**src/rtl/sort_checker_order_cmp.sv**
```systemverilog
// order_cmp: combinational ordering check between two consecutive elements.
//   prev      - value of element i-1
//   curr      - value of element i
//   violation - 1 when the pair breaks the required order; equal values never
//               count as a violation
// SIGNED_CMP selects two's-complement vs unsigned comparison, DESCENDING
// selects non-increasing (1) vs non-decreasing (0) order.
module order_cmp #(
  parameter int DATA_WIDTH = 32,
  parameter bit SIGNED_CMP = 1'b1,
  parameter bit DESCENDING = 1'b0
) (
  input  logic [DATA_WIDTH-1:0] prev,
  input  logic [DATA_WIDTH-1:0] curr,
  output logic                  violation
);

  logic curr_lt_prev;
  logic curr_gt_prev;

  always_comb begin
    if (SIGNED_CMP) begin
      curr_lt_prev = $signed(curr) < $signed(prev);
      curr_gt_prev = $signed(curr) > $signed(prev);
    end else begin
      curr_lt_prev = curr < prev;
      curr_gt_prev = curr > prev;
    end
    violation = DESCENDING ? curr_gt_prev : curr_lt_prev;
  end

endmodule

```
**config.mk**
```make
export PLATFORM = sky130hd
export DESIGN_NAME = order_cmp
export DESIGN_NICKNAME = d
export VERILOG_FILES = /design/src/rtl/sort_checker_order_cmp.sv
export SDC_FILE = /design/constraint.sdc
export NUM_CORES = 1
export LEC_CHECK = 0
export CORE_MARGIN = 2
export CORE_UTILIZATION = 34
export DETAILED_ROUTE_END_ITERATION = 12
export MAX_ROUTING_LAYER = met4
export PLACE_DENSITY = 0.84
export SETUP_SLACK_MARGIN = 0.02
export SYNTH_ARGS = -nofsm -noshare
export SYNTH_HDL_FRONTEND = slang
export SYNTH_SLANG_ARGS = --single-unit
```
**constraint.sdc**
```tcl
create_clock -name vclk -period 2.6
set_input_delay 0.52 -clock vclk [all_inputs]
set_output_delay 0.52 -clock vclk [all_outputs]
set_load 0.005 [all_outputs]
```
==> impl_metrics.toml <==
[logic_synthesis]
synthAdderAreaFrac = 0.491
syn_nets = 203
synth_area_sq_um = 790
seq_area_frac_synth = 0
synth_xor_area_frac = 0
synth_top_family_by_area = "adder cells"
avgSynthCellArea_sq_um = 7.31
synth_compound_area_frac = 0.197
synth-simple-area-share = 0.152
yosysTopAreaCell = "ha_1"
yosys_warnings = 0
syn_inst = 108
yosysUniqueCellTypes = 23
synth_mux_area_frac = 0.0127
yosys-top-cells-area = "ha_1, inv_1, a21oi_1"
yosys.area.top_type_share = 0.491

[cells_and_area]
multi_input_area_sq_mm = 0.00103
n_fill_cell = 167
nClkBuffers = 0
nNetsFinal = 274
fin_util = 0.789
syn_to_final_growth_pct = 121
seq_area_sq_um = 0
seq_cell_count = 0
drive_gt1_frac = 0.531
antennaDiodeCount = 0

[grt]
grt_pass1_wl_microns = 4470
grt_pass1_vias = 1074
grt.total_usage = 0.219
overflow = 0
antenna_found_initial = 0
grt_start_max_net_pins = 5

[sta]
rsz0062_at_grt = "yes"
finalCritPeriodShare = 1.00
relSlewSlack = 0.829
finalSetupTns_ns = -0.00639
drv_slew = 0
final.min_clock_period_ns = 2.61
hold_viol_final = 0
worst_slew_pin_slew_ns = 0.257
max_freq_mhz = 384
fin_ws_ns = -0.00639
setup_viol = 1

[route]
highest_layer = "met4"
wl_per_cell_microns = 15.4
ant_nets = 0
dr_wl_met2_microns = 1930
dr.pass1.iters = 4
drt-initial-drc-count = 5
met3_length_microns = 92
via_count = 1036
drc = 0
routed_wl_microns = 3160
via_per_inst = 5.05
wirelength_met1_microns = 1110

[die]
die_y_microns = 52.2
io_pins = 65
rows = 17
die-area_sq_mm = 0.00272
die-width_microns = 52.2
core_area_sq_mm = 0.00221
start_util = 0.357

[critical_path]
path_cells = "buf_6 > inv_4 > ha_4 > a211oi_2 > nor2_1 > a211o_1 > a311oi_2 > o21ai_2 > mux2i_1 > buf_2"
worst-path-stages = 10
cpPeakStageDelay_ns = 0.28
critPathLaunchType = "input port"
end_kind = "primary output"
cp_data_required_time_ns = 2.08
cpMaxStageDelayCell = "a211o_1"
crit_fanout = 2
cp.arrival_ns = 2.09
crit_type = "input port to primary output"
timing.critical_path.buf_inv = 3
path_delay_family = "compound AO/OA/AOI/OAI gates"
cp-startpoint = "prev[13]"
crit_end = "violation"

[hold_path]
hold_path.class = "input port to primary output"

[placement]
port_buffers = 65
gp_congestion = 0.789
dp_hpwl_microns = 2160
pre_cts_ws_ns = -0.893

[status]
outcome = "finished with violations"
violations = "negative setup slack"

[pwr]
ir_drop_uv = 105
p_leak_nw = 0.813
pwr_density_cell_mw_per_mm2 = 154

[clock_network]
cts_setup_buffers = 0

[flow_run]
maxCapViolCount = 0
-- cells in the mapped netlist (all sizes together) (2+ instances only) --
cell type,n
a21o,3
a21oi,8
a31oi,2
and3,2
ha,31
inv,31
nand2,3
nand3,6
nand4,5
nor2,3
o21ai,4
-- how the worst min path moves through the flow --
| stage | from | endpoint | slack, ns | cells after the start |
|---|---|---|---|---|
| finish | curr[30] | violation | 1.55 | 5 |
| global route | curr[30] | violation | 1.60 | 5 |
| CTS | curr[30] | violation | 1.55 | 5 |
| detailed placement | prev[31] | violation | 2.18 | 5 |
| global placement | prev[31] | violation | 2.17 | 5 |
| floorplan | curr[31] | violation | 1.24 | 2 |
-- repair_timing --
| action | 4_1_cts | 5_1_grt |
|---|---|---|
| setup endpoints to repair | 1 | 1 |
| pin swaps | 50 | 21 |
| hold buffers | 0 | 0 |
| resized for setup | 175 | 22 |
-- routing by layer --
| metal | track usage | vias to the layer above |
|---|---|---|
| li1 | - | 517 |
| met1 | 0.211 | 487 |
| met2 | 0.479 | 30 |
| met3 | 0.00857 | 2 |
| met4 | 0.0256 | 0 |
| met5 | - | - |
-- layout by cell type, fill, tap and decap left out, drive strengths merged, types with 2 or more instances in the layout --
cell type	n
nor2	3
clkdlybuf4s50	10
nand2	3
dlygate4sd2	17
buf	24
and3	2
a21oi	8
a21o	3
a31oi	2
ha	31
clkbuf	5
o21ai	4
clkdlybuf4s15	12
nand4	5
inv	31
nand3	6
-- final cells by class --
type / count / share of cell area
multi-input combinational: 77 / 0.593
timing repair buffer: 69 / 0.319
inverter: 31 / 0.0681
tap: 28 / 0.0201
-- cells by family after synthesis --
family                   after synthesis
adder cells (fa/ha/maj)               31
buffers and inverters                 31
AO/OA/AOI/OAI                         23
AND/OR/NAND/NOR                       22
multiplexers                           1
-- per-stage QoR --
| stage | hold slack [ns] | instances | cell area, sq um | power, mW |
|---|---|---|---|---|
| 2_1_floorplan | 1.24 | 108 | 790 | 0.0870 |
| 3_3_place_gp | 2.17 | 205 | 1510 | 0.204 |
| 3_5_place_dp | 2.18 | 205 | 1510 | 0.216 |
| 4_1_cts | 1.55 | 205 | 1700 | 0.242 |
| 5_1_grt | 1.60 | 205 | 1750 | 0.295 |
| 6_report | 1.55 | 205 | 1750 | 0.270 |
-- power by group --
group          internal [mW]  switching (mW)
combinational          0.156           0.114
sequential                 0               0
clock                      0               0
total                  0.156           0.114
No activity file was read; power rests on OpenSTA's default activity.
==> edit (same settings) <==
Change the parameter `DESCENDING` from 1'b0 to 1'b1.
--- a/src/rtl/sort_checker_order_cmp.sv
+++ b/src/rtl/sort_checker_order_cmp.sv
@@ -8,7 +8,7 @@
 module order_cmp #(
   parameter int DATA_WIDTH = 32,
   parameter bit SIGNED_CMP = 1'b1,
-  parameter bit DESCENDING = 1'b0
+  parameter bit DESCENDING = 1'b1
 ) (
   input  logic [DATA_WIDTH-1:0] prev,
   input  logic [DATA_WIDTH-1:0] curr,
Behaviour: not the same (Yosys sat finds a counterexample).
==> edit against the unedited design <==
- setup slack worse by 0.13 ns
- maximum frequency is 4.8% lower
- cell area is 10% higher
- critical path depth is 2 higher
- first-iteration DRC count grew to 2.8 times the old value
- sequential share of layout area stayed put
- largest cell class unchanged
- the flow still finishes with violations (setup timing)
- via count is 8.6% higher
- total power is 12% higher
- worst hold slack better by 0.12 ns
- routed wire length is 5.5% higher
- synthesized area is 1.9% higher
==> edit: results (changes against the unedited design) <==
logic_synthesis:
  ys_types: 19  # was 23
  synthCells: 113  # was 108
  netlist_top_cells_count: "32 x ha_1, 32 x inv_1, 11 x a21oi_1"  # was 31 x ha_1, 31 x inv_1, 8 x a21oi_1
  synthTopCellsByArea: "ha_1 50%, inv_1 15%, a21oi_1 6.8%"  # was ha_1 49%, inv_1 15%, a21oi_1 5.1%
  syn-num-nets: 209  # was 203
sta:
  holdWs_ns: 1.67  # was 1.55 ns
  finalSetupViolCount: 1  # unchanged
  setup_tns_ns: -0.139  # was -0.00639 ns
  worst_pin_slew_ns: 0.379  # was 0.257 ns
  fin_ws_ns: -0.139  # was -0.00639 ns
  maxSlewViolCount: 0  # unchanged
critical_path:
  crit_fanout: 3  # was 2
  worst_ep_arrival_time_ns: 2.22  # was 2.09 ns
route:
  firstDrtPassIters: 4  # unchanged
  drt-initial-drc-count: 14  # was 5
  wl_per_cell_um: 15.2  # was 15.4 um
status:
  failed_checks: "setup timing"  # unchanged
  status: "finished with violations"  # unchanged
pwr:
  irDropWorstVdd_uv: 112  # was 105 uV
  p_sw_mw: 0.126  # was 0.114 mW
  pwr-share-seq_pct: 0  # about the same
  p_leak_nw: 0.891  # was 0.813 nW
placed_design:
  gp_congestion: 0.699  # was 0.789
  dp_hpwl_um: 2200  # was 2160 um
  placed_area_mm2: 0.00156  # was 0.00151 mm2
min_path:
  hp-class: "input port to primary output"  # unchanged
  hold_depth: 7  # was 5
  hold_start: "curr[15]"  # was curr[30]
cells_and_area:
  final_nets: 290  # was 274
  layout-drive-gt1-share_pct: 54.7  # was 53.1%
  instances_no_fill: 220  # was 205
global_routing:
  grtUsageTotal_pct: 25.3  # was 21.9%
  grt_pass1_wl_um: 5260  # was 4470 um
  grt_pass1_vias: 1311  # was 1074
[edit: repair_timing]
| item | in CTS | in global routing |
|---|---|---|
| setup buffers | 4 | 1 |
| pin swaps | 49 | 3 |
| hold endpoints to repair | 0 | 0 |
| resized for setup | 239 | 4 |
| endpoints found under the setup margin | 1 | 1 |
| hold buffers | 0 | 0 |
[edit: layout make-up]
cell class	count	area (um2)	area share [%]
multi-input cells	81	1070	55.3
inverters	32	123	6.36
repair buffers	79	704	36.5
well taps	28	35.0	1.82
[edit: worst max-delay path, stage by stage]
cell       delay (ns)
buf_8            0.07
inv_4            0.03
ha_4             0.27
nand4_1          0.24
buf_4            0.23
buf_4            0.12
buf_4            0.13
a21oi_4          0.11
o31ai_2          0.09
o2111ai_2        0.07
mux2i_1          0.20
buf_2            0.13
[edit: worst max path at each step]
stage	start	to	slack, ns	depth (start not counted)
floorplan	prev[14]	violation	0.15	8
global placement	prev[14]	violation	-0.89	10
detailed placement	prev[14]	violation	-0.95	10
CTS	prev[19]	violation	0.02	10
global route	prev[14]	violation	-0.22	10
finish	prev[14]	violation	-0.14	12
[edit: logic make-up after synthesis]
group | synth area share [%]
compound gates | 20.2
fa+ha+maj | 49.8
buf+inv | 14.9
mux | 1.24
simple gates | 13.8
[edit: power by group through the flow]
stage	registers [mW]	clock network, mW	logic [mW]
floorplan	0	0	0.0883
global placement	0	0	0.218
detailed placement	0	0	0.229
CTS	0	0	0.280
global route	0	0	0.329
finish	0	0	0.301
[edit: metal layers]
layer / track usage, % / share of wire, % / up-vias
met4: 2.56 / 0 / 0
met1: 22.9 / 38 / 524
met2: 56.7 / 57 / 48
met5: - / 0 / -
met3: 1.71 / 5.7 / 0
li1: - / - / 553
